File: config.mk
export PLATFORM = sky130hd
export DESIGN_NAME = fetch_unit
export DESIGN_NICKNAME = d
export VERILOG_FILES = /design/src/rtl/fetch_unit.sv
export SDC_FILE = /design/constraint.sdc
export NUM_CORES = 1
export LEC_CHECK = 0
export BUFFER_PORTS_ARGS = -buffer_cell sky130_fd_sc_hd__clkbuf_2
export CORE_UTILIZATION = 44
export CTS_CLUSTER_DIAMETER = 80
export DETAILED_ROUTE_END_ITERATION = 10
export GPL_TIMING_DRIVEN = 0
export PLACE_DENSITY = 0.78
export SYNTH_ARGS = -nofsm -noshare
export SYNTH_HDL_FRONTEND = slang
export SYNTH_SLANG_ARGS = --single-unit
File: constraint.sdc
create_clock -name clk -period 2.28 [get_ports clk]
set_input_delay 0.342 -clock clk [delete_from_list [all_inputs] [get_ports clk]]
set_output_delay 0.342 -clock clk [all_outputs]
set_load 0.05 [all_outputs]
File: src/rtl/fetch_unit.sv
// Instruction fetch stage: owns the PC, one outstanding imem request, holds the instruction until decode accepts it.
// Optional accepted-instruction counter enabled by defining FETCH_ICOUNT_EN.
module fetch_unit #(
    parameter int PC_W   = 8,
    parameter int INSN_W = 9
) (
    input  logic              clk,
    input  logic              reset,
    input  logic              start,
    output logic              imem_req,
    output logic [PC_W-1:0]   imem_addr,
    input  logic              imem_ack,
    input  logic [INSN_W-1:0] imem_data,
    output logic [INSN_W-1:0] instr_o,
    output logic              instr_valid_o,
    input  logic              decode_ready_i,
    input  logic              branch_i,
    input  logic              branch_taken_i,
    input  logic [PC_W-1:0]   branch_target_i,
    input  logic              halt_i,
    output logic [PC_W-1:0]   pc_o,
    output logic              halted_o,
    output logic [15:0]       icount_o
);

    typedef enum logic [1:0] {IDLE, REQ, HOLD, HALT} state_t;

    state_t              state_q, state_d;
    logic [PC_W-1:0]     pc_q, pc_d;
    logic [INSN_W-1:0]   instr_q, instr_d;
    logic                req_q, req_d;
    logic                valid_q, valid_d;
    logic                halted_q, halted_d;
    logic                accept;
    logic                start_acc;

    assign accept    = (state_q == HOLD) && valid_q && decode_ready_i;
    assign start_acc = start && ((state_q == IDLE) || (state_q == HALT));

    always_comb begin
        state_d  = state_q;
        pc_d     = pc_q;
        instr_d  = instr_q;
        req_d    = req_q;
        valid_d  = valid_q;
        halted_d = halted_q;
        case (state_q)
            IDLE: begin
                if (start) begin
                    pc_d    = '0;
                    req_d   = 1'b1;
                    state_d = REQ;
                end
            end
            REQ: begin
                if (imem_ack) begin
                    instr_d = imem_data;
                    valid_d = 1'b1;
                    pc_d    = pc_q + PC_W'(1);
                    req_d   = 1'b0;
                    state_d = HOLD;
                end
            end
            HOLD: begin
                if (accept) begin
                    valid_d = 1'b0;
                    // halt wins over a taken branch in the same accept cycle
                    if (halt_i) begin
                        halted_d = 1'b1;
                        state_d  = HALT;
                    end else begin
                        req_d   = 1'b1;
                        state_d = REQ;
                        if (branch_i && branch_taken_i)
                            pc_d = branch_target_i;
                    end
                end
            end
            HALT: begin
                if (start) begin
                    halted_d = 1'b0;
                    pc_d     = '0;
                    req_d    = 1'b1;
                    state_d  = REQ;
                end
            end
            default: state_d = IDLE;
        endcase
    end

    always_ff @(posedge clk) begin
        if (reset) begin
            state_q  <= IDLE;
            pc_q     <= '0;
            instr_q  <= '0;
            req_q    <= 1'b0;
            valid_q  <= 1'b0;
            halted_q <= 1'b0;
        end else begin
            state_q  <= state_d;
            pc_q     <= pc_d;
            instr_q  <= instr_d;
            req_q    <= req_d;
            valid_q  <= valid_d;
            halted_q <= halted_d;
        end
    end

    assign imem_req      = req_q;
    assign imem_addr     = pc_q;
    assign pc_o          = pc_q;
    assign instr_o       = instr_q;
    assign instr_valid_o = valid_q;
    assign halted_o      = halted_q;

`ifdef FETCH_ICOUNT_EN
    logic [15:0] icount_q, icount_d;

    always_comb begin
        icount_d = icount_q;
        if (start_acc)
            icount_d = '0;
        else if (accept)
            icount_d = icount_q + 16'd1;
    end

    always_ff @(posedge clk) begin
        if (reset)
            icount_q <= '0;
        else
            icount_q <= icount_d;
    end

    assign icount_o = icount_q;
`else
    logic unused_start_acc;
    assign unused_start_acc = start_acc;
    assign icount_o = '0;
`endif

endmodule
## Yosys cells after proc, flatten, opt, wreduce, memory -nomap -nowiden

Index checks and enable logic that the tools add are counted.

- Add/sub/neg operators: 1
- Equality and inequality tests: 10
- Multiplexer cells: 23
- Reduce and logical (&&, ||, !) cells: 13

Operators with widths:

| cell | number |
|---|---|
| 2-to-1 mux 8 bit | 5 |
| case mux 8 bit (3 select lines) | 1 |
| != test 2 bit (second input constant) | 5 |
| 2-to-1 mux 1 bit | 9 |
| adder 8 x 1 -> 8 bit (second input constant) | 1 |
| 2-to-1 mux 2 bit | 4 |
| AND reduction 4 bit | 2 |
| case mux 2 bit (3 select lines) | 1 |
| AND reduction 3 bit | 2 |
| AND reduction 5 bit | 1 |
| == test 2 bit (second input constant) | 2 |
| != test 2 x 1 -> 1 bit (second input constant) | 2 |
| case mux 1 bit (2 select lines) | 2 |
| nonzero test 2 bit | 2 |
| logical AND 1 bit | 3 |
| case mux 1 bit (3 select lines) | 1 |
| == test 2 x 1 -> 1 bit (second input constant) | 1 |
| zero test 2 bit | 1 |
| AND reduction 2 bit | 1 |
| OR reduction 2 bit | 1 |

- Bits in registers: 22
- Input bits: 25
- Logic and storage cells: 53

## Logic depth before layout (Yosys ltp)

Gate-level depths: netlist of the first run.

- Depth after elaboration: 5
- Gate-level depth with buffers: 7
- Mapped depth without buffers: 6

## Least setup slack after synthesis of the first run

No wires, ideal clock.

- Path type: register -> register
- Start point: register state_q[0]
- End point: register pc_q[7], in the netlist imem_addr[7]
- Library setup time: 117 ps
- Arrival: 1558 ps
- Required time: 2163 ps
- Setup slack: 604 ps
- Cell stages (with the launch flop): 8
- Path buffers: 1
- Period minus slack after synthesis: 1676 ps
- Cells stage by stage: dfxtp_1 > inv_1 > ha_1 > and2b_4 > a211oi_4 > buf_6 > nand3_1 > a32o_1

- Longest elaborated chain between the ends: 5

RTL lines:

| element | line | RTL |
|---|---|---|
| start, declared | 28 | `state_t state_q, state_d;` |
| start signal, assigned | 100 | `state_q <= state_d;` |
| == test 2 bit | 37, 47 |  |
| logical AND 1 bit (2 in series) | 37 | `assign accept = (state_q == HOLD) && valid_q && decode_ready_i;` |
| != test 2 bit (no source line) | - |  |
| AND reduction 5 bit (no source line) | - |  |
| end signal, assigned | 101 | `pc_q <= pc_d;` |
| end, declared | 29 | `logic [PC_W-1:0] pc_q, pc_d;` |

Parallel ways exist; a longest one is shown, timed or not.
A chain may end at the register's enable or synchronous reset.

## Worst setup path after layout of the first run

Same ends and word-level chain as after synthesis.

==> results.ini, run 1 <==
[cts]
clk_pin_slew_ns=0.13
cts_resized=0
cts_buffer_depth=2
cts_num_sinks=22
cts_buffers=3
cts_hold_buffers=0
post_cts_buffers=0
cts_tree=built
root_buffer=clkbuf_4
cts-htree-levels=1
clock_latency_ns=0.31

[floorplanning]
die_w_um=57.98
initial_core_util=0.4833
core_area_um2=2853
pin_count=69
dieHeight_um=57.98
dieArea_um2=3362
num_rows=19

[logic_synthesis]
synth-edff-count=0
netlist_area_um2=1379
ys_seq_area_frac=0.3194
ys_seq_elements=22
synth_cell_types=36
ys.flop_type=dfxtp_1
synthArstFlopShare=0
syn_area_per_cell_um2=8.207
ys_warn_count=0
synthCells=168

[critical_path]
required_ns=2.49
end_kind=flip-flop
critPathArrivalTime_ns=2.05
path_class=reg2reg
crit_path_max_fanout=10
critPathLaunchType=flip-flop

[timing]
finClkSkew_ns=0.007045
tns_ns=0
max_freq_ghz=0.5436
slew_violations=0
rsz0062_at_grt=false
hold_slack_ns=0.2404
timing.final.crit_share=0.8069
min_period_ns=1.840
setup_viol=0
hold_violations=0

[routing]
dr.first_iter.drc_count=53
drc=4
routed_wl_um=3022
detail_route.wl_per_cell_um=11.19
antenna_left=0
viasPerCell=4.841
firstDrtPassIters=10
vias=1307

[layout]
fin_cells=270
area_growth_syn_to_layout_pct=29.58
final_cell_mix=52 x clkbuf_2, 27 x nand2_1, 24 x buf_4, 22 x dfxtp_1, 17 x a21oi_1
nFillCells=272
design_area_um2=1787
fin_util=0.6263
drive_gt1_frac=0.3975
n_antenna_cell=0
layout_commonest_cell=clkbuf_2
layout.nets=270

[grt]
overflow=0
antenna_found_initial=0
grt_pass1_wl_um=4885
grt_usage=0.1864
grt_pass1_vias=1150
grt_max_degree=14

[pwr]
power_density_nw_per_um2=1197
ir_worst_vdd_uv=541.1
power.leakage_nw=0.8681

[placed_design]
dp_hpwl_um=2364
gp_congestion=0.8597
io_buffers=52
post-place-cells=266
place_area_um2=1734

[min_path]
hold_path_class=in2reg

[run_status]
violations=DRC
status=finished, violations left

[flow_run]
cap_violations=0

## worst max-delay path, stage by stage, from the launching register on
cell	delay, ns
dfxtp_1	0.43
inv_1	0.07
ha_1	0.30
and2b_4	0.18
a211oi_4	0.28
buf_6	0.20
nand3_1	0.08
a32o_1	0.21
## final timing paths
| check | startpoint | end | slack (ns) | cells past startpoint |
|---|---|---|---|---|
| min | imem_data[1] | instr_o[1] | 0.24 | 3 |
| max reg2reg | state_q[0] | imem_addr[7] | 0.44 | 7 |
| max | state_q[0] | imem_addr[7] | 0.44 | 7 |
| min reg2reg | instr_o[3] | instr_o[3] | 0.46 | 2 |
## cells in the mapped netlist, drive strengths merged, types with 5 or more instances
cell    count  share of area
nor2        7          0.024
dfxtp      22           0.32
a21oi      17          0.062
buf        28           0.16
o21ai       6          0.022
ha          5          0.045
a211oi      5          0.051
nand3       7          0.025
nand2      28          0.078
inv         8          0.022
## cell families after synthesis
logic type | synth area share
AND/OR/NAND/NOR | 0.1860
AO/OA/AOI/OAI | 0.2405
buffers and inverters | 0.1860
flip-flops | 0.3194
adder cells (fa/ha/maj) | 0.04537
XOR/XNOR | 0.01271
other | 0.002720
multiplexers | 0.007260
## final cells by class
type,instances,area (um2),share of cell area
Tap cell,31,38.79,0.02171
Multi-Input combinational cell,123,738.2,0.4132
Inverter,8,30.03,0.01681
Sequential cell,22,440.4,0.2465
Clock buffer,3,22.52,0.01261
Timing Repair Buffer,52,260.3,0.1457
Clock inverter,1,30.03,0.01681
Buffer,30,226.5,0.1268
## per-stage QoR
step                setup slack, ns  total power, W
floorplan                    0.6043        0.001605
global placement             0.4665        0.001831
detailed placement           0.4404        0.001846
CTS                          0.4317        0.002150
global route                 0.3319        0.002281
finish                       0.4403        0.002139
## per-layer routing
| metal | share of wire | vias to the layer above | track usage |
|---|---|---|---|
| li1 | - | 688 | - |
| met1 | 0.48 | 576 | 0.2524 |
| met2 | 0.46 | 41 | 0.3038 |
| met3 | 0.049 | 2 | 0.02009 |
| met4 | 0.0056 | 0 | 0.07483 |
| met5 | 0 | - | 0 |
## state kept, by name (all words and copies together), names as in the netlist
signal,count
halted_o,1
imem_addr,8
state_q,2
imem_req,1
instr_valid_o,1
instr_o,9
## power by group
group	leakage, nW	switching [W]	internal (W)	total [W]
logic	0.661	0.000845	0.000419	0.00126
registers	0.180	0.000105	0.000470	0.000574
clock network	0.0279	0.000123	0.000178	0.000300
No activity file was read; power rests on OpenSTA's default activity.
==> run 2, diff against run 1 <==
--- a/config.mk
+++ b/config.mk
@@ -6,11 +6,11 @@
 export NUM_CORES = 1
 export LEC_CHECK = 0
 export BUFFER_PORTS_ARGS = -buffer_cell sky130_fd_sc_hd__clkbuf_2
-export CORE_UTILIZATION = 44
+export CORE_UTILIZATION = 41
 export CTS_CLUSTER_DIAMETER = 80
 export DETAILED_ROUTE_END_ITERATION = 10
 export GPL_TIMING_DRIVEN = 0
-export PLACE_DENSITY = 0.78
+export PLACE_DENSITY = 0.77
 export SYNTH_ARGS = -nofsm -noshare
 export SYNTH_HDL_FRONTEND = slang
 export SYNTH_SLANG_ARGS = --single-unit
==> constraint.sdc (replaced) <==
create_clock -name clk -period 1.6 [get_ports clk]
set_input_delay 0.24 -clock clk [delete_from_list [all_inputs] [get_ports clk]]
set_output_delay 0.24 -clock clk [all_outputs]
set_load 0.05 [all_outputs]
==> results.ini, run 2 (synthesized netlist as in run 1, its figures left out) <==
[pwr]
power.switching_w=0.001663
power.share.switching=0.4900
pwr-share-clk=0.128
ir_worst_vdd_uv=880.4
power.leakage_nw=0.9130
power_frac_comb=0.621
power_density_nw_per_um2=1746
intPower_w=0.001731
p_seq_frac=0.251

[critical_path]
end_kind=flip-flop
critPathMaxStageDelay_ns=0.40
critPathBufInv=2
cp_slowest_cell=dfxtp_4
critPathArrivalTime_ns=1.88
path_class=reg2reg
critPathLaunchType=flip-flop
crit_family=compound AO/OA/AOI/OAI gates
r2r_slack_ns=-0.05
required_ns=1.82
path_cells=inv_4, ha_4, and2b_4, a211oi_4, buf_4, a311oi_1, a31o_2
crit_path_max_fanout=4

[cts]
cts_buffer_depth=2
root_buffer=clkbuf_4
cts_num_sinks=22
cts_buffers=3
clk_pin_slew_ns=0.13
cts-htree-levels=1
clock_latency_ns=0.31
cts_tree=built

[timing]
finClkSkew_ns=0.003595
slew_violations=0
max_freq_ghz=0.6044
rsz0062_at_grt=true
timing.final.crit_share=1.034
setup_slack_ns=-0.05445
min_period_ns=1.654
setup_viol=4
hold_violations=0

[routing]
detail_route.wl_per_cell_um=10.98
firstDrtPassIters=4
dr.first_iter.drc_count=49
drc=0
routed_wl_um=3195
viasPerCell=4.715
vias=1372
antenna_left=0

[layout]
final_cell_mix=52 x clkbuf_2, 31 x buf_4, 27 x nand2_1, 17 x dfxtp_1
largest_reg_flops=9
n_antenna_cell=0
fin_util=0.6216
drive_gt1_frac=0.4777
layout.nets=278
area_growth_syn_to_layout_pct=41.02
layout_commonest_cell=clkbuf_2

[grt]
grt_usage=0.1707
grt_max_degree=14
grt_pass1_vias=1050
overflow=0
grt_pass1_wl_um=4657
antenna_found_initial=0

[min_path]
hold_path_class=in2reg

[placed_design]
dp_hpwl_um=2238
gp_congestion=0.8996
io_buffers=52
pre_cts_slack_ns=-0.1510

[flow_run]
cap_violations=0

[floorplanning]
pin_count=69
dieArea_um2=3599
num_rows=20
initial_core_util=0.4408
core_area_um2=3128
dieHeight_um=59.99
die_w_um=59.99

[run_status]
status=finished, violations left
violations=setup timing

-- run 2: changes by cell type in the layout (fill, tap and decap cells not counted), moves of 2 or more --
cell     previous run  this run
buf_4              24        31
dfxtp_1            22        17
dfxtp_2             0         3
dfxtp_4             0         2
ha_1                5         3
ha_4                0         2
inv_1               8         6
o31ai_1             3         1
-- run 2: final cells by class --
cell class	count	area [um2]
Clock inverter	1	30.03
Tap cell	44	55.05
Buffer	30	226.5
Sequential cell	22	451.7
Multi-Input combinational cell	123	802.0
Fill cell	271	1184
Timing Repair Buffer	60	324.1
Clock buffer	3	22.52
Inverter	8	32.53
-- run 2: layer usage --
metal	vias up	share of wire	GRT usage
met1	621	0.47	0.2414
met5	-	0	0
met4	0	0.0069	0.04983
met2	49	0.46	0.2635
met3	4	0.060	0.03030
li1	698	-	-
-- run 2: tightest hold or removal path, delay by kind of cell --
family / cells / cell delay, ns
buf+inv: 1 / 0.08
compound gates: 1 / 0.05
simple gates: 1 / 0.04
-- run 2: worst paths after layout --
path / end / cells after the start / startpoint
worst max register to register: imem_addr[5] / 7 / state_q[1]
worst max-delay path: imem_addr[5] / 7 / state_q[1]
worst min register to register: instr_o[7] / 2 / instr_o[7]
worst min-delay path: instr_o[5] / 3 / imem_data[5]
-- run 2: power by group through the flow --
| stage | registers, W | logic (W) | clock network (W) |
|---|---|---|---|
| floorplan | 0.00116 | 0.00114 | 0 |
| global placement | 0.000842 | 0.00178 | 0 |
| detailed placement | 0.000841 | 0.00180 | 0 |
| CTS | 0.000837 | 0.00192 | 0.000434 |
| global route | 0.000871 | 0.00225 | 0.000456 |
| finish | 0.000853 | 0.00211 | 0.000433 |
-- run 2: what timing repair did --
item	CTS	global route
resized for setup	8	10
endpoints found under the setup margin	11	12
setup buffers	3	4
pin swaps	9	5
endpoints found under the hold margin	0	0
hold buffers	0	0
cloned	1	0
-- run 2: stage by stage --
stage / total power, W / std cells / setup TNS (ns) / instance area (um2) / hold WS, ns
after detailed placement: 0.002638 / 279 / -0.9041 / 1755 / 0.4480
after global placement: 0.002623 / 279 / -0.7408 / 1755 / 0.4443
after CTS: 0.003188 / 287 / -0.1081 / 1864 / 0.1295
after floorplan: 0.002295 / 183 / 0 / 1440 / 0.3760
after global routing: 0.003580 / 291 / -0.4714 / 1944 / 0.1196
final: 0.003394 / 291 / -0.09023 / 1944 / 0.1313
==> run 3, diff against run 2 <==
--- a/config.mk
+++ b/config.mk
@@ -5,6 +5,7 @@
 export SDC_FILE = /design/constraint.sdc
 export NUM_CORES = 1
 export LEC_CHECK = 0
+export ABC_AREA = 1
 export BUFFER_PORTS_ARGS = -buffer_cell sky130_fd_sc_hd__clkbuf_2
 export CORE_UTILIZATION = 41
 export CTS_CLUSTER_DIAMETER = 80
==> results.ini, run 3 <==
[cts]
cts_buffer_depth=2
cts_tree=built
root_buffer=clkbuf_4
cts-htree-levels=1
cts_buffers=3
clock_latency_ns=0.32
cts_num_sinks=22
clk_pin_slew_ns=0.13

[logic_synthesis]
ys_seq_area_frac=0.3232
ys_warn_count=0
synthCells=202
synth_common_cells=48 x nand2_1, 36 x nor2_1, 24 x buf_4
synth_top_area_cell=dfxtp_1
netlist_area_um2=1363
synth.most_common_cell=nand2_1
synthTopCellsByArea=dfxtp_1 32%, buf_4 13%, nand2_1 13%
synth_top_area_frac=0.3232
syn_area_per_cell_um2=6.745
synth_cell_types=23
synthArstFlopShare=0
synth-edff-count=0
ys_seq_elements=22
ys.flop_type=dfxtp_1

[grt]
grt_pass1_vias=1141
top_usage_layer=met2
overflow=0
grt_usage=0.1679
antenna_found_initial=0
grt_util_met2=0.3063
grt_use_met1=0.1939
grt_util_met3=0.04329
grt_max_degree=14
grt_pass1_wl_um=4560

[pwr]
total_power_w=0.003380
ir_worst_vdd_uv=866.4
power_density_nw_per_um2=1866
power.leakage_nw=0.9519

[routing]
firstDrtPassIters=4
routed_wl_um=3047
viasPerCell=4.544
drc=0
antenna_left=0
detail_route.wl_per_cell_um=9.582
dr.first_iter.drc_count=51
vias=1445

[layout]
fin_cells=318
area_growth_syn_to_layout_pct=32.97
multi_input_area_um2=735.7
layout_commonest_cell=clkbuf_2
n_antenna_cell=0
largest_reg_flops=9
seq_area_um2=446.7
layout.nets=305
nFillCells=344
design_area_um2=1812
final_cell_mix=52 x clkbuf_2, 47 x nand2_1, 36 x nor2_1, 26 x buf_4, 19 x dfxtp_1
drive_gt1_frac=0.3613

[flow_run]
cap_violations=0

[critical_path]
r2r_end=imem_addr[4]
end_kind=flip-flop
r2r_slack_ns=0.09
critPathArrivalTime_ns=1.78
crit_path_start=state_q[0]
crit_path_max_fanout=10
critPathBufInv=1
worstRegToRegCells=9
rr_startpoint=state_q[0]
endpoint=imem_addr[4]
critical_path_depth=9
crit_family=simple AND/OR/NAND/NOR gates
required_ns=1.87
critPathLaunchType=flip-flop
critPathMaxStageDelay_ns=0.40
path_class=reg2reg
path_cells=inv_1, ha_2, nand2_2, nand2_2, nor2_8, nand2_4, nand2_1, nand2_1, nor2_1
cp_slowest_cell=dfxtp_4

[floorplanning]
initial_core_util=0.4391
dieHeight_um=59.65
core_area_um2=3103
num_rows=20
pin_count=69
die_w_um=59.65
dieArea_um2=3558

[placed_design]
place_area_um2=1735
post-place-cells=313
gp_congestion=0.8635
io_buffers=52
dp_hpwl_um=2276

[run_status]
status=finished clean

[timing]
min_period_ns=1.505
hold_violations=0
timing.final.crit_share=0.9407
finClkSkew_ns=0.004594
slew_violations=0
max_freq_ghz=0.6644
setup_viol=0

[min_path]
hp-start=reset
hold_path_class=in2reg

==> run 3: cell count changes after synthesis, moves of 4 or more <==
cell / before / now
a21oi_1: 17 / 9
nor2_1: 6 / 36
a211oi_2: 4 / 0
inv_1: 8 / 14
o21ai_0: 6 / 13
nand3_1: 7 / 14
nand2_1: 27 / 48
==> run 3: worst min path at each step <==
stage          slack, ns  cells past startpoint            to
2_1_floorplan       0.30                      1  imem_addr[0]
3_3_place_gp        0.45                      2      halted_o
3_5_place_dp        0.46                      2      halted_o
4_1_cts             0.15                      3    instr_o[0]
5_1_grt             0.15                      3    instr_o[8]
6_report            0.16                      2    state_q[0]
==> run 3: final cells by class <==
| class | count | share of cell area |
|---|---|---|
| Inverter | 16 | 0.03384 |
| Tap cell | 44 | 0.03039 |
| Clock inverter | 1 | 0.01657 |
| Clock buffer | 3 | 0.01243 |
| Timing Repair Buffer | 54 | 0.1519 |
| Sequential cell | 22 | 0.2465 |
| Buffer | 25 | 0.1022 |
| Multi-Input combinational cell | 153 | 0.4061 |
==> run 3: repair_timing <==
item,in CTS,in global routing
hold buffers,0,0
setup buffers,0,2
endpoints found under the setup margin,9,10
gates resized for setup,2,5
pin swaps,1,1
==> run 3: cell families (layout without fill, tap and decap cells) <==
group	count (synthesis)	count (layout)	share of synthesized area
compound gates	26	26	0.1047
fa+ha+maj	5	5	0.04591
buf+inv	42	99	0.1836
flops	22	22	0.3232
other cells	1	16	0.002752
simple gates	106	106	0.3398
==> run 3: where the power goes <==
group | internal [W] | switching, W | leakage (nW)
registers | 0.000717 | 0.000146 | 0.182
clock network | 0.000253 | 0.000186 | 0.0279
logic | 0.000604 | 0.00147 | 0.742
total | 0.00157 | 0.00181 | 0.952
==> run 3: through the flow <==
stage	setup slack (ns)	hold slack, ns	setup TNS, ns	util
finish	0.09495	0.1562	0	0.5839
global route	-0.02601	0.1475	-0.02601	0.5839
CTS	0.007078	0.1522	0	0.5770
detailed placement	-0.03338	0.4573	-0.1400	0.5593
global placement	0.008084	0.4527	0	0.5593
floorplan	0.01578	0.3017	0	-
==> run 3: worst reg2reg max path: stages (launching register included) <==
cell and delay [ns]:
dfxtp_4 0.40, inv_1 0.05, ha_2 0.22, nand2_2 0.12, nand2_2 0.09, nor2_8 0.21
nand2_4 0.13, nand2_1 0.09, nand2_1 0.05, nor2_1 0.09
==> run 3: per-layer routing <==
metal  part of all wire  routed length (um)
met5                  0                   0
met4              0.012                  37
met3              0.058                 176
met2               0.52                1577
met1               0.41                1256
